## src/rtl/spi_mem_bridge_pkg.sv

```systemverilog
// Shared types for the SPI-to-memory bridge: FSM states, command frame layout
// and memory op encodings.
package spi_mem_bridge_pkg;

   typedef enum logic [2:0] {
      IDLE, WR_DATA, WR_REQ, GO_SET, RD_REQ, RD_RESP, RD_HOLD
   } state_t;

   localparam int CMD_LEN_MSB = 30;
   localparam int CMD_LEN_LSB = 24;
   localparam int CMD_ADDR_W  = 24;

   // Command frame: [31] read, [30:24] len-1, [23:0] byte address
   typedef struct packed {
      logic                             rd;
      logic [CMD_LEN_MSB-CMD_LEN_LSB:0] len_m1;
      logic [CMD_ADDR_W-1:0]            addr;
   } cmd_t;

   localparam logic        MEM_OP_RD     = 1'b0;
   localparam logic        MEM_OP_WR     = 1'b1;
   localparam logic [31:0] UNDERRUN_WORD = 32'hDEADBEEF;

endpackage

```

## src/rtl/spi_mem_bridge_minion.sv

```systemverilog
// SPI minion (mode 0): samples cs/sclk/mosi into clk, shifts frames in/out.
// pull_en fires at frame start (cs fall), push_en at frame end (cs rise).
module spi_mem_bridge_minion #(
   parameter int p_nbits = 32
) (
   input  logic               clk,
   input  logic               rst,
   input  logic               cs,
   input  logic               sclk,
   input  logic               mosi,
   output logic               miso,
   output logic               pull_en,
   input  logic [p_nbits-1:0] pull_msg,
   output logic               push_en,
   output logic [p_nbits-1:0] push_msg
);

   logic [2:0]         cs_q, sclk_q;
   logic [1:0]         mosi_q;
   logic [p_nbits-1:0] tx, rx;
   logic               sclk_rise, sclk_fall;

   always_comb begin
      pull_en   = cs_q[2] & ~cs_q[1];
      push_en   = ~cs_q[2] & cs_q[1];
      sclk_rise = ~cs_q[1] & ~sclk_q[2] & sclk_q[1];
      sclk_fall = ~cs_q[1] & sclk_q[2] & ~sclk_q[1];
      miso      = tx[p_nbits-1];
      push_msg  = rx;
   end

   always_ff @(posedge clk or posedge rst) begin
      if (rst) begin
         cs_q   <= 3'b111;
         sclk_q <= 3'b000;
         mosi_q <= 2'b00;
         tx     <= '0;
         rx     <= '0;
      end else begin
         cs_q   <= {cs_q[1:0], cs};
         sclk_q <= {sclk_q[1:0], sclk};
         mosi_q <= {mosi_q[0], mosi};
         if (pull_en)
            tx <= pull_msg;
         else if (sclk_fall)
            tx <= {tx[p_nbits-2:0], 1'b0};
         // mosi_q[1] has the same synchroniser delay as sclk_q[1]
         if (sclk_rise)
            rx <= {rx[p_nbits-2:0], mosi_q[1]};
      end
   end

endmodule

```

## src/rtl/spi_mem_bridge.sv

```systemverilog
// SPI command/data frames translated into single-outstanding 32-bit memory
// bursts, with a processor-enable register and sticky error status.
module spi_mem_bridge
   import spi_mem_bridge_pkg::*;
#(
   parameter int          p_opaq_bits = 8,
   parameter int          p_max_burst = 16,
   parameter logic [31:0] p_go_addr   = 32'h00000000,
   parameter logic [31:0] p_stat_addr = 32'h00000004
) (
   input  logic                   clk,
   input  logic                   rst,
   input  logic                   cs,
   input  logic                   mosi,
   input  logic                   sclk,
   output logic                   miso,
   output logic                   mem_req_val,
   input  logic                   mem_req_rdy,
   output logic                   mem_req_op,
   output logic [p_opaq_bits-1:0] mem_req_opaque,
   output logic [31:0]            mem_req_addr,
   output logic [3:0]             mem_req_strb,
   output logic [31:0]            mem_req_data,
   input  logic                   mem_resp_val,
   output logic                   mem_resp_rdy,
   input  logic [31:0]            mem_resp_data,
   output logic                   go,
   output logic [2:0]             err
);

   localparam int CW = (p_max_burst > 1) ? $clog2(p_max_burst) : 1;

   state_t        state;
   cmd_t          cmd;
   logic          pull_en, push_en, fin;
   logic [31:0]   pull_msg, push_msg, wr_data, rd_buf, cur_addr;
   logic [23:0]   base;
   logic [CW-1:0] len_m1, idx, fcnt;
   logic          is_go, is_stat, last, rd_state;
   logic [2:0]    err_set, err_clr;

   spi_mem_bridge_minion #(.p_nbits(32)) u_minion (
      .clk(clk), .rst(rst), .cs(cs), .sclk(sclk), .mosi(mosi), .miso(miso),
      .pull_en(pull_en), .pull_msg(pull_msg),
      .push_en(push_en), .push_msg(push_msg)
   );

   always_comb begin
      cmd      = cmd_t'(push_msg);
      cur_addr = {8'd0, base + {22'(idx), 2'b00}};
      is_go    = (cur_addr == p_go_addr);
      is_stat  = (cur_addr == p_stat_addr);
      last     = (idx == len_m1);
      rd_state = (state == RD_REQ) || (state == RD_RESP) || (state == RD_HOLD);
      err_set    = '0;
      err_set[0] = push_en && (state == WR_REQ);
      err_set[1] = pull_en && ((state == RD_REQ) || (state == RD_RESP));
      err_set[2] = push_en && (state == IDLE) &&
                   ({25'd0, cmd.len_m1} >= 32'(p_max_burst));
      err_clr  = (push_en && state == WR_DATA && is_stat) ? push_msg[2:0] : 3'b000;
      case (state)
         IDLE:             pull_msg = {29'd0, err};
         RD_REQ, RD_RESP:  pull_msg = UNDERRUN_WORD;
         default:          pull_msg = rd_buf;
      endcase
      mem_req_op    = (state == RD_REQ) ? MEM_OP_RD : MEM_OP_WR;
      mem_req_addr  = cur_addr;
      mem_req_strb  = 4'b1111;
      mem_req_data  = wr_data;
      mem_resp_rdy  = 1'b1;
   end

   always_ff @(posedge clk or posedge rst) begin
      if (rst) begin
         state          <= IDLE;
         go             <= 1'b1;
         err            <= '0;
         rd_buf         <= '0;
         wr_data        <= '0;
         base           <= '0;
         len_m1         <= '0;
         idx            <= '0;
         fcnt           <= '0;
         fin            <= 1'b0;
         mem_req_val    <= 1'b0;
         mem_req_opaque <= '0;
      end else begin
         err <= (err & ~err_clr) | err_set;
         if (mem_req_val && mem_req_rdy)
            mem_req_opaque <= mem_req_opaque + 1'b1;
         case (state)
            IDLE: if (push_en && !err_set[2]) begin
               base   <= cmd.addr & 24'hFFFFFC;
               len_m1 <= CW'(cmd.len_m1);
               idx    <= '0;
               fcnt   <= '0;
               fin    <= 1'b0;
               state  <= cmd.rd ? RD_REQ : WR_DATA;
            end
            WR_DATA: if (push_en) begin
               wr_data <= push_msg;
               if (is_go)
                  state <= GO_SET;
               else if (is_stat) begin
                  if (last) state <= IDLE;
                  else idx <= idx + 1'b1;
               end else begin
                  mem_req_val <= 1'b1;
                  state       <= WR_REQ;
               end
            end
            GO_SET: begin
               go <= wr_data[0];
               if (last) state <= IDLE;
               else begin idx <= idx + 1'b1; state <= WR_DATA; end
            end
            WR_REQ: if (mem_req_rdy) begin
               mem_req_val <= 1'b0;
               if (last) state <= IDLE;
               else begin idx <= idx + 1'b1; state <= WR_DATA; end
            end
            // Request is raised one cycle after entry so the register-hit
            // decode sees the settled word index.
            RD_REQ: if (!mem_req_val) begin
               if (fin)
                  state <= IDLE;
               else if (is_go) begin
                  rd_buf <= {31'd0, go};
                  state  <= RD_HOLD;
               end else if (is_stat) begin
                  rd_buf <= {29'd0, err};
                  state  <= RD_HOLD;
               end else
                  mem_req_val <= 1'b1;
            end else if (mem_req_rdy) begin
               mem_req_val <= 1'b0;
               state       <= RD_RESP;
            end
            RD_RESP: if (mem_resp_val) begin
               rd_buf <= mem_resp_data;
               state  <= RD_HOLD;
            end
            RD_HOLD:
               if (fin)
                  state <= IDLE;
               else if (pull_en && !last) begin
                  idx   <= idx + 1'b1;
                  state <= RD_REQ;
               end
            default: state <= IDLE;
         endcase
         // The len-th read frame may end while a fetch is still in flight;
         // fin lets that fetch drain before returning to IDLE.
         if (push_en && rd_state) begin
            if (fcnt == len_m1) fin <= 1'b1;
            else fcnt <= fcnt + 1'b1;
         end
      end
   end

endmodule

```

## config.mk

```make
export PLATFORM = sky130hd
export DESIGN_NAME = spi_mem_bridge
export DESIGN_NICKNAME = d
export VERILOG_FILES = /design/src/rtl/spi_mem_bridge_pkg.sv /design/src/rtl/spi_mem_bridge_minion.sv /design/src/rtl/spi_mem_bridge.sv
export SDC_FILE = /design/constraint.sdc
export NUM_CORES = 1
export LEC_CHECK = 0
export CORE_ASPECT_RATIO = 1.75
export CORE_MARGIN = 2
export CORE_UTILIZATION = 41
export DETAILED_ROUTE_END_ITERATION = 8
export PLACE_DENSITY = 0.69
export SLEW_MARGIN = 40
export SYNTH_ARGS = -nofsm -noshare
export SYNTH_HDL_FRONTEND = slang
export SYNTH_SLANG_ARGS = --single-unit
```

## constraint.sdc

```tcl
create_clock -name clk -period 14.6 [get_ports clk]
set_clock_uncertainty 0.15 [all_clocks]
set_input_delay 2.92 -clock clk [delete_from_list [all_inputs] [get_ports clk]]
set_output_delay 2.92 -clock clk [all_outputs]
set_load 0.01 [all_outputs]
```

==> run metrics, run 1 <==
maximum VDD drop 0.07560 mV; Leak 0.004899 uW; die area 0.02288 mm^2; H-tree depth 4; Final ANT Viol Nets 0; fin util 50.49%; total power 1558 uW; Worst Path Arrival 3.50 ns; Core Region 0.02141 mm^2; CP required 11.53 ns; Pwr per Cell Area 144.1 mW/mm^2; f_max 0.1522 GHz; Num Clock Sinks 187; outcome finished, final reports clean; placed cells 1223; Tcrit/Tclk final 45.00%; drt initial violations 479; Crit. End Element primary output; gr ovfl total 0; worst hold path type reg2reg; critical path class reg2out; area grow syn2layout 21.84%; setup_tns 0 ns; MaxCap Viol Count 0; Net count, final 997; vias per cell 5.324; Post-CTS Hold Fix Bufs 0; sequential area share after synthesis 52.80%; WL final 21560 um; cts bufs inserted 17; worst-path fanout max 6; First-pass DRT Iterations 7; Most used DFF post-synth dfrtp_1; CTS tree yes; Synth top area share 51.61%; Clock Latency Late Sink 0.43 ns; DR vias between 6000 and 7000; first-pass GRT wire length between 30000 and 40000 um; vias in the first global route a little under 7000; measured slew at the worst slew-check pin 0.7617 ns; largest net degree at the start of global routing 86; Initial Util 41.44%; Die Wd 115.2 um; RSZ-0062 raised after global routing false; Slew Limit Fails 0; final non-filler cell total 1255; Yosys Warn Count 0; Avg WL per Cell 17.18 um; # port buffers 107; crit path launch type flip-flop; Post-DP HPWL around 15000 um; slew margin rel. between 40% and 50%; leading post-synthesis cells by cell area dfrtp_1 (52%), mux2_2 (8.2%), nand2_1 (8.0%); CTS resizes 0; setup bufs post-CTS 0; # DRC 0; Max clock buf depth 2; Ports 123; clock slew at reported path FFs 0.06 ns; die height ~200 um; Synth cell types between 60 and 70; Hold Vio Cnt, Final 0; post-synthesis cell area around 0.0089 mm^2; Yosys reg bits about 190; final setup fails 0; # rows slightly above 70; area leader, netlist dfrtp_1; fin crit period 6.569 ns; Tot GR Track Use between 10% and 20%; Mapped Cells 866; asr flop ratio synth 100.0%; GPL Wtd Cong 0.8966; diodes inserted 0; EDFF count, synth 0; initial antenna violation count 0; clk root buf clkbuf_16; layout cells sized above 1 13.29%; Syn Area/Cell 10.25 um^2
-- worst paths after layout --
path | start | end | slack [ns] | cells after the start
setup / recovery | idx[0] | mem_req_addr[22] | 8.03 | 11
hold / removal | u_minion.sclk_q[0] | u_minion.sclk_q[1] | 0.20 | 0
setup reg to reg | idx[0] | rd_buf[1] | 10.54 | 11
hold reg to reg | u_minion.sclk_q[0] | u_minion.sclk_q[1] | 0.20 | 0
max in group asynchronous | rst | state[0] | 10.35 | 3
min in group asynchronous | rst | mem_req_data[8] | 2.82 | 2
-- synthesized netlist by cell type (all sizes together) (5+ instances only) --
cell type  count
a21oi         24
mux2i          6
mux2          65
and3           9
xnor2         29
a22o          31
nor2          43
dfrtp        183
ha             7
nor3           8
o22ai          6
clkbuf        37
or2            5
o21ai         33
buf           29
nand2        191
nand4         13
a31oi         10
a21o           8
nor3b          6
xor2           7
nor4           6
a32oi         10
a211o          5
inv           12
nand3         17
nand2b        10
-- critical path, stage by stage, from the launching register on --
cell and delay, ns:
dfrtp_1 0.44, ha_1 0.24, inv_1 0.07, fa_1 0.40, nand2b_1 0.20, a21oi_1 0.24
and2_1 0.26, nand2_1 0.17, nor2_1 0.21, nand3_1 0.12, xnor2_1 0.16, clkdlybuf4s50_1 0.56
-- power breakdown --
part	total [uW]	internal (uW)	switching, uW
clock network	503	299	203
registers	646	580	65.7
logic	409	190	220
total	1560	1070	489
-- sequential cells by signal (all words and copies together) (netlist names) --
signal and cells:
idx 4, mem_req_val 1, go 1, fcnt 4
base 22, rd_buf 32, u_minion.tx 32, len_m1 4
fin 1, u_minion.sclk_q 3, err 3, state 3
u_minion.push_msg 32, u_minion.cs_q 3, mem_req_opaque 8, u_minion.mosi_q 2
mem_req_data 32
-- through the flow --
step	hold WS [ns]	cell area [um^2]	worst slack [ns]
5_1_grt	0.2086	10810	7.782
3_3_place_gp	0.1869	10130	8.583
3_5_place_dp	0.1863	10160	8.490
2_1_floorplan	0.1812	8921	6.451
6_report	0.2042	10810	8.031
4_1_cts	0.2061	10800	8.022
-- layer usage --
| metal | GRT usage (%) | routed length (um) | up-vias |
|---|---|---|---|
| li1 | - | - | 3150 |
| met5 | 0 | 0 | - |
| met2 | 35.56 | 11670 | 170 |
| met3 | 4.357 | 985 | 37 |
| met1 | 22.55 | 8370 | 3325 |
| met4 | 7.541 | 528 | 0 |
-- layout make-up --
| cell class | count | area, um^2 |
|---|---|---|
| Timing Repair Buffer | 118 | 1174 |
| Clock buffer | 21 | 460.4 |
| Tap cell | 292 | 365.4 |
| Clock inverter | 11 | 182.7 |
| Fill cell | 1965 | 10600 |
| Sequential cell | 187 | 4684 |
| Inverter | 13 | 56.30 |
| Multi-Input combinational cell | 613 | 3887 |
-- placed cells by master (no fill, tap or decap), drive strengths merged, types with 15 or more instances in the layout --
cell type      netlist  layout
xnor2               29      29
nor2                43      43
dfrtp              183     183
a22o                31      31
mux2                65      65
nand3               17      17
o21ai               33      33
inv                 12      15
clkbuf              37      21
conb                 2      15
a21oi               24      24
clkdlybuf4s50        0     107
nand2              191     191
-- kinds of logic after synthesis --
group	count (synthesis)	share of synthesized area, %
XOR/XNOR	36	3.554
other	2	0.08465
adder cells (fa/ha/maj)	8	1.213
AO/OA/AOI/OAI	156	12.44
multiplexers	71	8.927
buffers and inverters	79	4.273
flip-flops	187	52.80
AND/OR/NAND/NOR	327	16.71
No activity file was read; power rests on OpenSTA's default activity.
==> run 2, diff against run 1 <==
--- a/config.mk
+++ b/config.mk
@@ -9,7 +9,7 @@
 export CORE_MARGIN = 2
 export CORE_UTILIZATION = 41
 export DETAILED_ROUTE_END_ITERATION = 8
-export PLACE_DENSITY = 0.69
+export PLACE_DENSITY = 0.71
 export SLEW_MARGIN = 40
 export SYNTH_ARGS = -nofsm -noshare
 export SYNTH_HDL_FRONTEND = slang
==> constraint.sdc (replaced) <==
create_clock -name clk -period 5.9 [get_ports clk]
set_clock_uncertainty 0.15 [all_clocks]
set_input_delay 1.18 -clock clk [delete_from_list [all_inputs] [get_ports clk]]
set_output_delay 1.18 -clock clk [all_outputs]
set_load 0.01 [all_outputs]
==> run 2 against run 1 <==
Design area fell by 0.47%. Clock power rose by 130%. Die area did not move. Non-clock buffer count fell by 2. Critical path type unchanged. Worst hold slack got worse by 0.0011 ns. Critical endpoint unchanged.
==> run metrics, run 2 (synthesized netlist as in run 1, its figures left out) <==
Core Region 0.02141 mm^2; CTS tree yes; fin util 50.25%; DR vias roughly 6600; maximum VDD drop 0.2164 mV; final setup fails 0; # DRC 0; worst-path cell chain ha_1, inv_1, fa_1, nand2b_1, a21oi_1, and2_1, nand2_1, nor2_1, nand3_1, xnor2_1, clkdlybuf4s50_1; Hold Vio Cnt, Final 0; worst-path fanout max 6; setup bufs post-CTS 0; vias in the first global route 6804; Post-CTS Hold Fix Bufs 0; setup_tns 0 ns; crit path launch type flip-flop; final non-filler cell total about 1300; die height 198.6 um; commonest non-fill, non-tap cells in the layout nand2_1 (190), dfrtp_1 (183), clkdlybuf4s50_1 (107), mux2_2 (65), nor2_1 (42); first-pass GRT wire length approximately 35000 um; Die Wd roughly 120 um; # port buffers around 110; Ports 123; placed cells 1221; slowest cell delay on critical path 0.56 ns; MaxCap Viol Count 0; Post-DP HPWL between 15000 and 20000 um; CP top delay family simple AND/OR/NAND/NOR gates; vias per cell between 5 and 6; CP required 4.57 ns; hold path cells 0; Final ANT Viol Nets 0; critical path depth 11; initial antenna violation count 2; WL final 21390 um; Clock Latency Late Sink 0.44 ns; Tot GR Track Use 19.48%; CTS resizes 0; cts bufs inserted 17; critical path's slowest cell clkdlybuf4s50_1; Fillers 1976; Num Clock Sinks 187; RSZ-0062 raised after global routing false; fin crit period 4.812 ns; area of the multi-input gates 0.003901 mm^2; Crit. End Element primary output; Leak roughly 0.0049 uW; drt initial violations ~370; most common cell after layout, fill and taps aside nand2_1; measured slew at the worst slew-check pin between 0.7 and 0.8 ns; worst hold path type reg2reg; Pwr per Cell Area 347.9 mW/mm^2; Slew Limit Fails 0; critical path class reg2out; worst path bufs/invs 2; clk root buf clkbuf_16; sequential cell area 0.004684 mm^2; Initial Util 41.44%; Worst Path Arrival 3.48 ns; slew margin rel. 47.23%; largest net degree at the start of global routing roughly 110; outcome finished, final reports clean; Avg WL per Cell ~17 um; f_max between 0.2 and 0.25 GHz; # rows 71; layout cells sized above 1 13.44%; Tcrit/Tclk final 81.57%; gr ovfl total 0; H-tree depth 4; GPL Wtd Cong ~0.9; area grow syn2layout 21.27%; Max clock buf depth 2; R2R cell count 11; clock slew at reported path FFs 0.07 ns; die area 0.02288 mm^2; Net count, final 995; First-pass DRT Iterations 4; Final Hold Slack 0.2030 ns
## run 2: cell types whose count changed in the layout (fill, tap and decap cells not counted), moves of 2 or more
cell,before,now
inv_8,2,0
bufinv_16,4,2
clkinv_2,0,4
clkbuf_1,2,0
buf_4,10,7
diode_2,0,2
inv_6,2,4
## run 2: power breakdown
group	switching (uW)	internal, uW	total (uW)	leakage [uW]
registers	165	1440	1600	0.00246
logic	537	469	1010	0.00211
clock network	501	636	1140	0.000287
total	1200	2540	3740	0.00486
## run 2: routing by layer
metal | vias to the layer above | global-route usage (%) | routed length, um
met5 | - | 0 | 0
met4 | 0 | 10.13 | 750
met3 | 45 | 3.961 | 824
met2 | 175 | 34.42 | 11390
met1 | 3249 | 21.82 | 8422
li1 | 3146 | - | -
## run 2: area by class of cell
class                           instances  share of cell area, %
Timing Repair Buffer                  116                  10.88
Multi-Input combinational cell        613                  36.26
Clock inverter                         13                  1.302
Sequential cell                       187                  43.54
Clock buffer                           18                  4.082
Antenna cell                            2                0.04652
Inverter                               13                 0.4884
Tap cell                              292                  3.396
## run 2: stage by stage
step / power [uW] / area [um^2] / setup slack [ns]
finish: 3744 / 10760 / 1.088
global route: 3956 / 10760 / 0.8649
CTS: 3781 / 10740 / 1.060
detailed placement: 2636 / 10160 / 1.564
global placement: 2605 / 10130 / 1.642
floorplan: 2216 / 8925 / 2.167
## run 2: final timing paths
kind	from	slack (ns)	endpoint
min reg2reg	u_minion.sclk_q[0]	0.20	u_minion.sclk_q[1]
max in group asynchronous	rst	3.50	u_minion.push_msg[31]
min in group asynchronous	rst	1.07	mem_req_opaque[4]
min	u_minion.sclk_q[0]	0.20	u_minion.sclk_q[1]
max	idx[0]	1.09	mem_req_addr[22]
max reg2reg	idx[0]	1.91	rd_buf[1]
